==> config.mk <==
export PLATFORM = sky130hd
export DESIGN_NAME = pipe_stage_chain
export DESIGN_NICKNAME = d
export VERILOG_FILES = /design/src/rtl/pipe_stage_chain.sv
export SDC_FILE = /design/constraint.sdc
export NUM_CORES = 1
export LEC_CHECK = 0
export CORE_MARGIN = 1
export CORE_UTILIZATION = 30
export CTS_BUF_LIST = sky130_fd_sc_hd__clkbuf_8
export CTS_CLUSTER_DIAMETER = 60
export DETAILED_ROUTE_END_ITERATION = 8
export GPL_ROUTABILITY_DRIVEN = 0
export PLACE_DENSITY = 0.48
export SLEW_MARGIN = 20
export SYNTH_ARGS = -nofsm -noshare
export SYNTH_HDL_FRONTEND = slang
export SYNTH_SLANG_ARGS = --single-unit
==> constraint.sdc <==
create_clock -name clk -period 5.3 [get_ports clk]
set_clock_uncertainty 0.2 [all_clocks]
set_input_delay 1.06 -clock clk [delete_from_list [all_inputs] [get_ports clk]]
set_output_delay 1.06 -clock clk [all_outputs]
set_load 0.1 [all_outputs]
==> src/rtl/pipe_stage_chain.sv <==
// -----------------------------------------------------------------------------
// pipe_stage_chain
//   A chain of DEPTH pipeline registers, WIDTH bits each, with a valid/ready
//   handshake at both ends, a per-stage flush and a global stall. Hazard logic
//   drives flush/stall. With COLLAPSE=1 each stage has its own ready, so bubbles
//   are squeezed out while the downstream end is blocked. With COLLAPSE=0 the
//   whole chain moves on one shared enable.
//
// Ports
//   clk        rising-edge clock
//   reset      synchronous, active-low reset
//   in_valid   upstream offers in_data
//   in_ready   chain accepts in_data at this edge
//   in_data    payload into stage 0
//   out_valid  last stage holds a live item
//   out_ready  downstream takes out_data at this edge
//   out_data   payload of the last stage
//   flush      bit i kills the item in stage i at this edge
//   stall      freeze: no stage moves, no handshake
//   count      number of live stages (registered)
// -----------------------------------------------------------------------------
module pipe_stage_chain #(
    parameter int WIDTH    = 32,
    parameter int DEPTH    = 4,
    parameter bit COLLAPSE = 1'b1
) (
    input  logic                       clk,
    input  logic                       reset,
    input  logic                       in_valid,
    output logic                       in_ready,
    input  logic [WIDTH-1:0]           in_data,
    output logic                       out_valid,
    input  logic                       out_ready,
    output logic [WIDTH-1:0]           out_data,
    input  logic [DEPTH-1:0]           flush,
    input  logic                       stall,
    output logic [$clog2(DEPTH+1)-1:0] count
);

    localparam int CW = $clog2(DEPTH + 1);

    logic [DEPTH-1:0] v_q, v_d;
    logic [WIDTH-1:0] d_q [DEPTH];
    logic [WIDTH-1:0] d_d [DEPTH];
    logic [CW-1:0]    count_q, count_d;

    logic [DEPTH-1:0] ev;       // valid after this edge's flush
    logic [DEPTH:0]   rdy;      // rdy[i]: stage i may load this edge
    logic [DEPTH-1:0] inc_v;    // valid of the item offered to stage i
    logic [WIDTH-1:0] inc_d [DEPTH];
    logic             in_xfer;

    assign ev        = v_q & ~flush;
    assign out_valid = ev[DEPTH-1] & ~stall & reset;
    assign out_data  = d_q[DEPTH-1];
    assign in_ready  = rdy[0] & ~stall & reset;
    assign in_xfer   = in_valid & in_ready;
    assign count     = count_q;

    // Readiness ripples from the output end back towards stage 0.
    always_comb begin
        // NOTE: every variable written here gets a default first so no path
        // leaves it unassigned, which would otherwise infer a latch.
        rdy        = '0;
        rdy[DEPTH] = out_ready;
        for (int i = DEPTH - 1; i >= 0; i--) begin
            if (COLLAPSE)
                rdy[i] = ~ev[i] | rdy[i+1];
            else
                rdy[i] = ~ev[DEPTH-1] | out_ready;
        end
    end

    // What each stage would receive if it loads: the input port for stage 0,
    // the flushed view of the previous stage otherwise (flushed items become
    // bubbles and never advance).
    always_comb begin
        inc_v    = '0;
        inc_v[0] = in_xfer;
        inc_d[0] = in_data;
        for (int i = 1; i < DEPTH; i++) begin
            inc_v[i] = ev[i-1];
            inc_d[i] = d_q[i-1];
        end
    end

    always_comb begin
        v_d     = ev;
        count_d = '0;
        for (int i = 0; i < DEPTH; i++) begin
            d_d[i] = d_q[i];
            if (!stall && rdy[i]) begin
                v_d[i] = inc_v[i];
                // Payload only moves with a live item; a bubble leaves the
                // stale payload in place.
                if (inc_v[i])
                    d_d[i] = inc_d[i];
            end
        end
        for (int i = 0; i < DEPTH; i++)
            count_d = count_d + CW'(v_d[i]);
    end

    always_ff @(posedge clk) begin
        // NOTE: sequential state uses non-blocking assignments so every flop
        // samples the pre-edge values, independent of statement order.
        if (!reset) begin
            v_q     <= '0;
            count_q <= '0;
            // NOTE: the payload array is cleared on reset as well, so out_data
            // is defined (zero) straight after reset rather than left unknown.
            for (int i = 0; i < DEPTH; i++)
                d_q[i] <= '0;
        end else begin
            v_q     <= v_d;
            count_q <= count_d;
            for (int i = 0; i < DEPTH; i++)
                d_q[i] <= d_d[i];
        end
    end

endmodule
==> results <==
- For this run, design rule violations remaining after detail routing come to 0.
- The via count of the first global-routing pass is roughly 3.7k.
- The run finished with clean final reports.
- The total overflow left after global routing is 0.
- In the final timing run, aggregate negative setup slack is 0 ps.
- By count the netlist is led by sky130_fd_sc_hd__dfxtp_1, sky130_fd_sc_hd__nand2_1, sky130_fd_sc_hd__nand3_1, sky130_fd_sc_hd__mux2i_1, sky130_fd_sc_hd__o21ai_0.
- The number of enable-type register cells in the synthesized netlist is 0.
- The share of cells above drive strength 1 is 7.89%.
- The total detailed-routing wirelength is 11.4 mm.
- The cell sitting at the root of the clock tree is a sky130_fd_sc_hd__clkbuf_8.
- The worst min-delay path category is reg -> reg.
- The floorplan die height is 132 um.
- In this run the static leakage power is 2.33 nW.
- The area growth from synthesis to layout is 26.4%.
- The highest metal layer used by the detailed router is met4.
- The per-cell routed wire length is 13.8 um.
- The clock latency of the later-clocked register in the worst-skew pair is 450 ps.
- After clock tree synthesis, the clock-pin slew on the worst setup and hold paths is 70 ps.
- The total of cells resized after clock tree synthesis is 0.
- The repair_antennas step left the layout with diodes totalling 0.
- TritonCTS created 17 clock buffers.
- In this run the post-CTS setup repair buffer count came out at 0.
- The number of sinks handled by clock tree synthesis is 135.
- The headroom to the max-slew limit is a little under a third.
- Summed over all instances, the cell type with the most area after synthesis is sky130_fd_sc_hd__dfxtp_1.
- The average cell area after synthesis is approximately 9.3 um2.
- Of all nets on the critical path, the largest fanout is 11.
- After floorplanning, the core was sized to cover roughly 16000 um2.
- The count of distinct cell types in the synthesized netlist is 28.
- Counting cells, the worst reg-to-reg path comes to 8.
- The initial antenna violation count is 0.
- The final layout contains 639 nets.
- The post-layout instance area is 6370 um2.
- The via density per instance is 4.61.
- The port buffer count is 77.
- In this run the remaining antenna-violating nets after routing total 0.
- The number of hold-slack violations in the final timing report is 0.
- For this run, asynchronously set or reset flops after synthesis account for 0%.
- For this run, the number of Yosys warnings is 0.
- Setup repair after global routing left no endpoint under its margin.
- The utilization of the core after routing is 38.7%.
- Across all setup checks in the final design, the least slack found is between 1500 and 2000 ps.
- The largest net degree at the start of global routing is 82.
- At the worst endpoint, the required time is ~4000 ps.
- In this run, the number of DRC markers left after iteration 0 of detailed routing was between 200 and 250.
- The final count of pins violating max slew is 0.
- The cell with the most instances after synthesis is sky130_fd_sc_hd__dfxtp_1.
- The startpoint identified for the worst register-to-register timing path is v_q[3].
- The most used flip-flop cell after synthesis is sky130_fd_sc_hd__dfxtp_1.
- The final period demand of the worst path is 3610 ps.
- After floorplanning, the core was divided into 47 placement rows.
- Wire segments on met3 add up to around 370 um in the final route.
- The first global-routing pass estimated 18.5 mm of wire.
- Summed over all nets, wire length on met2 after detailed routing comes to roughly 5.5 mm.
- The total power density per cell area is 337 nW/um2.
- The overall global routing resource usage is 13.8%.
- The setup path with the least slack is of type in -> out.
- For this block, wires on met1 add up to 5.33 mm.
- Along the worst hold path, the cell count comes to 2.
- The wire-length estimate of the detail-placed layout is 6.96 mm.
- The start point of the critical path is stall.
- The number of max-cap violations is 0.
- The via total after detailed routing is 3815.
- The synthesized net count is about 580.
- The clock tree from TritonCTS is built.
- The placed standard-cell area is slightly below 6000 um2.
- Setup violations remaining at the end of the flow were counted as 0.
- The die extent in x is 132 um.
- In this run the most critical hold path is launched from d_q[0][7].
- The H-tree generated during clock tree synthesis spans 4 levels.
- The top-level port count is slightly below 80.
- The sequential-to-total area share from yosys stat is 53.7%.
- The worst setup path is captured at an output port.
- The starting density of the core is 30.6%.
- The floorplan step defined a die boundary enclosing 17300 um2.
- Final hold analysis gives a worst-case slack of 258 ps.
- The transition time at the pin with the least slew margin is slightly above 1000 ps.
- OpenSTA, run right after detailed placement, puts the worst setup slack at 1460 ps.
- The longest clock path from root to sink contains 2 buffers.
- The critical path launch point type is an input port.
- The synthesized instance count is 539.
- The worst-case IR drop observed on VDD is about 0.17 mV.
- Static timing analysis puts the maximum clock frequency at 0.277 GHz.
- Counting flops and latches in the post-synthesis netlist gives 135.
- By area the synthesized netlist is led by sky130_fd_sc_hd__dfxtp_1, sky130_fd_sc_hd__mux2i_1, sky130_fd_sc_hd__nand2_1, sky130_fd_sc_hd__nand3_1, sky130_fd_sc_hd__o21ai_0.
- Dividing the final minimum period by the clock period gives 68.1%.
- The cell area after technology mapping is approximately 5000 um2.
- The length of the first detailed-routing pass in iterations is 6.
- Hold repair after CTS inserted 0 buffers.
- Data on the critical path arrives at its endpoint at 2350 ps.
- In this run the biggest area consumer among cell types represents 53.7% of the synthesized area.
[worst max-delay path: stages]
cell	delay (ps)
sky130_fd_sc_hd__clkdlybuf4s50_1	600
sky130_fd_sc_hd__nand2b_1	260
sky130_fd_sc_hd__nor2_1	130
sky130_fd_sc_hd__buf_4	300
[where the power goes]
part | leakage, nW | internal, mW | switching, mW | total, mW
combinational | 1.00 | 0.0409 | 0.0530 | 0.0939
clock | 0.242 | 0.630 | 0.396 | 1.03
sequential | 1.09 | 1.02 | 0.00413 | 1.03
total | 2.33 | 1.69 | 0.453 | 2.15
[layer usage]
metal / track usage (%) / vias to the layer above
met5: 0 / -
met3: 3.36 / 13
met2: 22.8 / 63
met1: 16.6 / 1769
li1: - / 1970
met4: 6.78 / 0
[cells by family (layout without fill, tap and decap cells)]
kind of cell,count (synthesis),after routing,synth area share [%]
fa+ha+maj,3,3,0.894
flops,135,135,53.7
simple gates,189,189,17.3
mux,64,64,12.7
compound gates,102,102,10.3
buf+inv,46,115,5.12
[placed cells by master, fill, tap and decap left out, types with 2 or more instances in the layout]
master	instances
sky130_fd_sc_hd__ha_1	2
sky130_fd_sc_hd__nand2b_1	6
sky130_fd_sc_hd__buf_4	8
sky130_fd_sc_hd__nor2_1	3
sky130_fd_sc_hd__clkinvlp_4	2
sky130_fd_sc_hd__clkdlybuf4s50_1	74
sky130_fd_sc_hd__nand2_1	97
sky130_fd_sc_hd__o22ai_1	3
sky130_fd_sc_hd__o21ai_1	4
sky130_fd_sc_hd__clkinv_2	4
sky130_fd_sc_hd__bufinv_16	6
sky130_fd_sc_hd__clkbuf_8	19
sky130_fd_sc_hd__a21oi_1	33
sky130_fd_sc_hd__and2_1	6
sky130_fd_sc_hd__nand3_1	65
sky130_fd_sc_hd__nor2b_1	2
sky130_fd_sc_hd__dfxtp_1	135
sky130_fd_sc_hd__mux2i_1	64
sky130_fd_sc_hd__o21ai_0	61
[sequential cells by signal, indices dropped and copies added, names as in the netlist]
name / count
count: 3
d_q: 128
v_q: 4
[per-stage QoR]
stage	std cells	power, mW
CTS	828	2.17
detailed placement	796	1.15
finish	828	2.15
global route	828	2.23
global placement	796	1.14
floorplan	539	1.10
[worst paths after layout]
path	to	slack, ps
max	out_valid	1690
min	d_q[1][7]	260
max reg2reg	count[1]	2630
min reg2reg	d_q[1][7]	260
[layout make-up]
class	instances	area (um2)
Fill cell	1686	10100
Multi-Input combinational cell	358	2100
Tap cell	220	275
Sequential cell	135	2700
Timing Repair Buffer	82	801
Clock buffer	19	262
Inverter	1	3.75
Clock inverter	13	224
(Power assumes the default switching activity.)
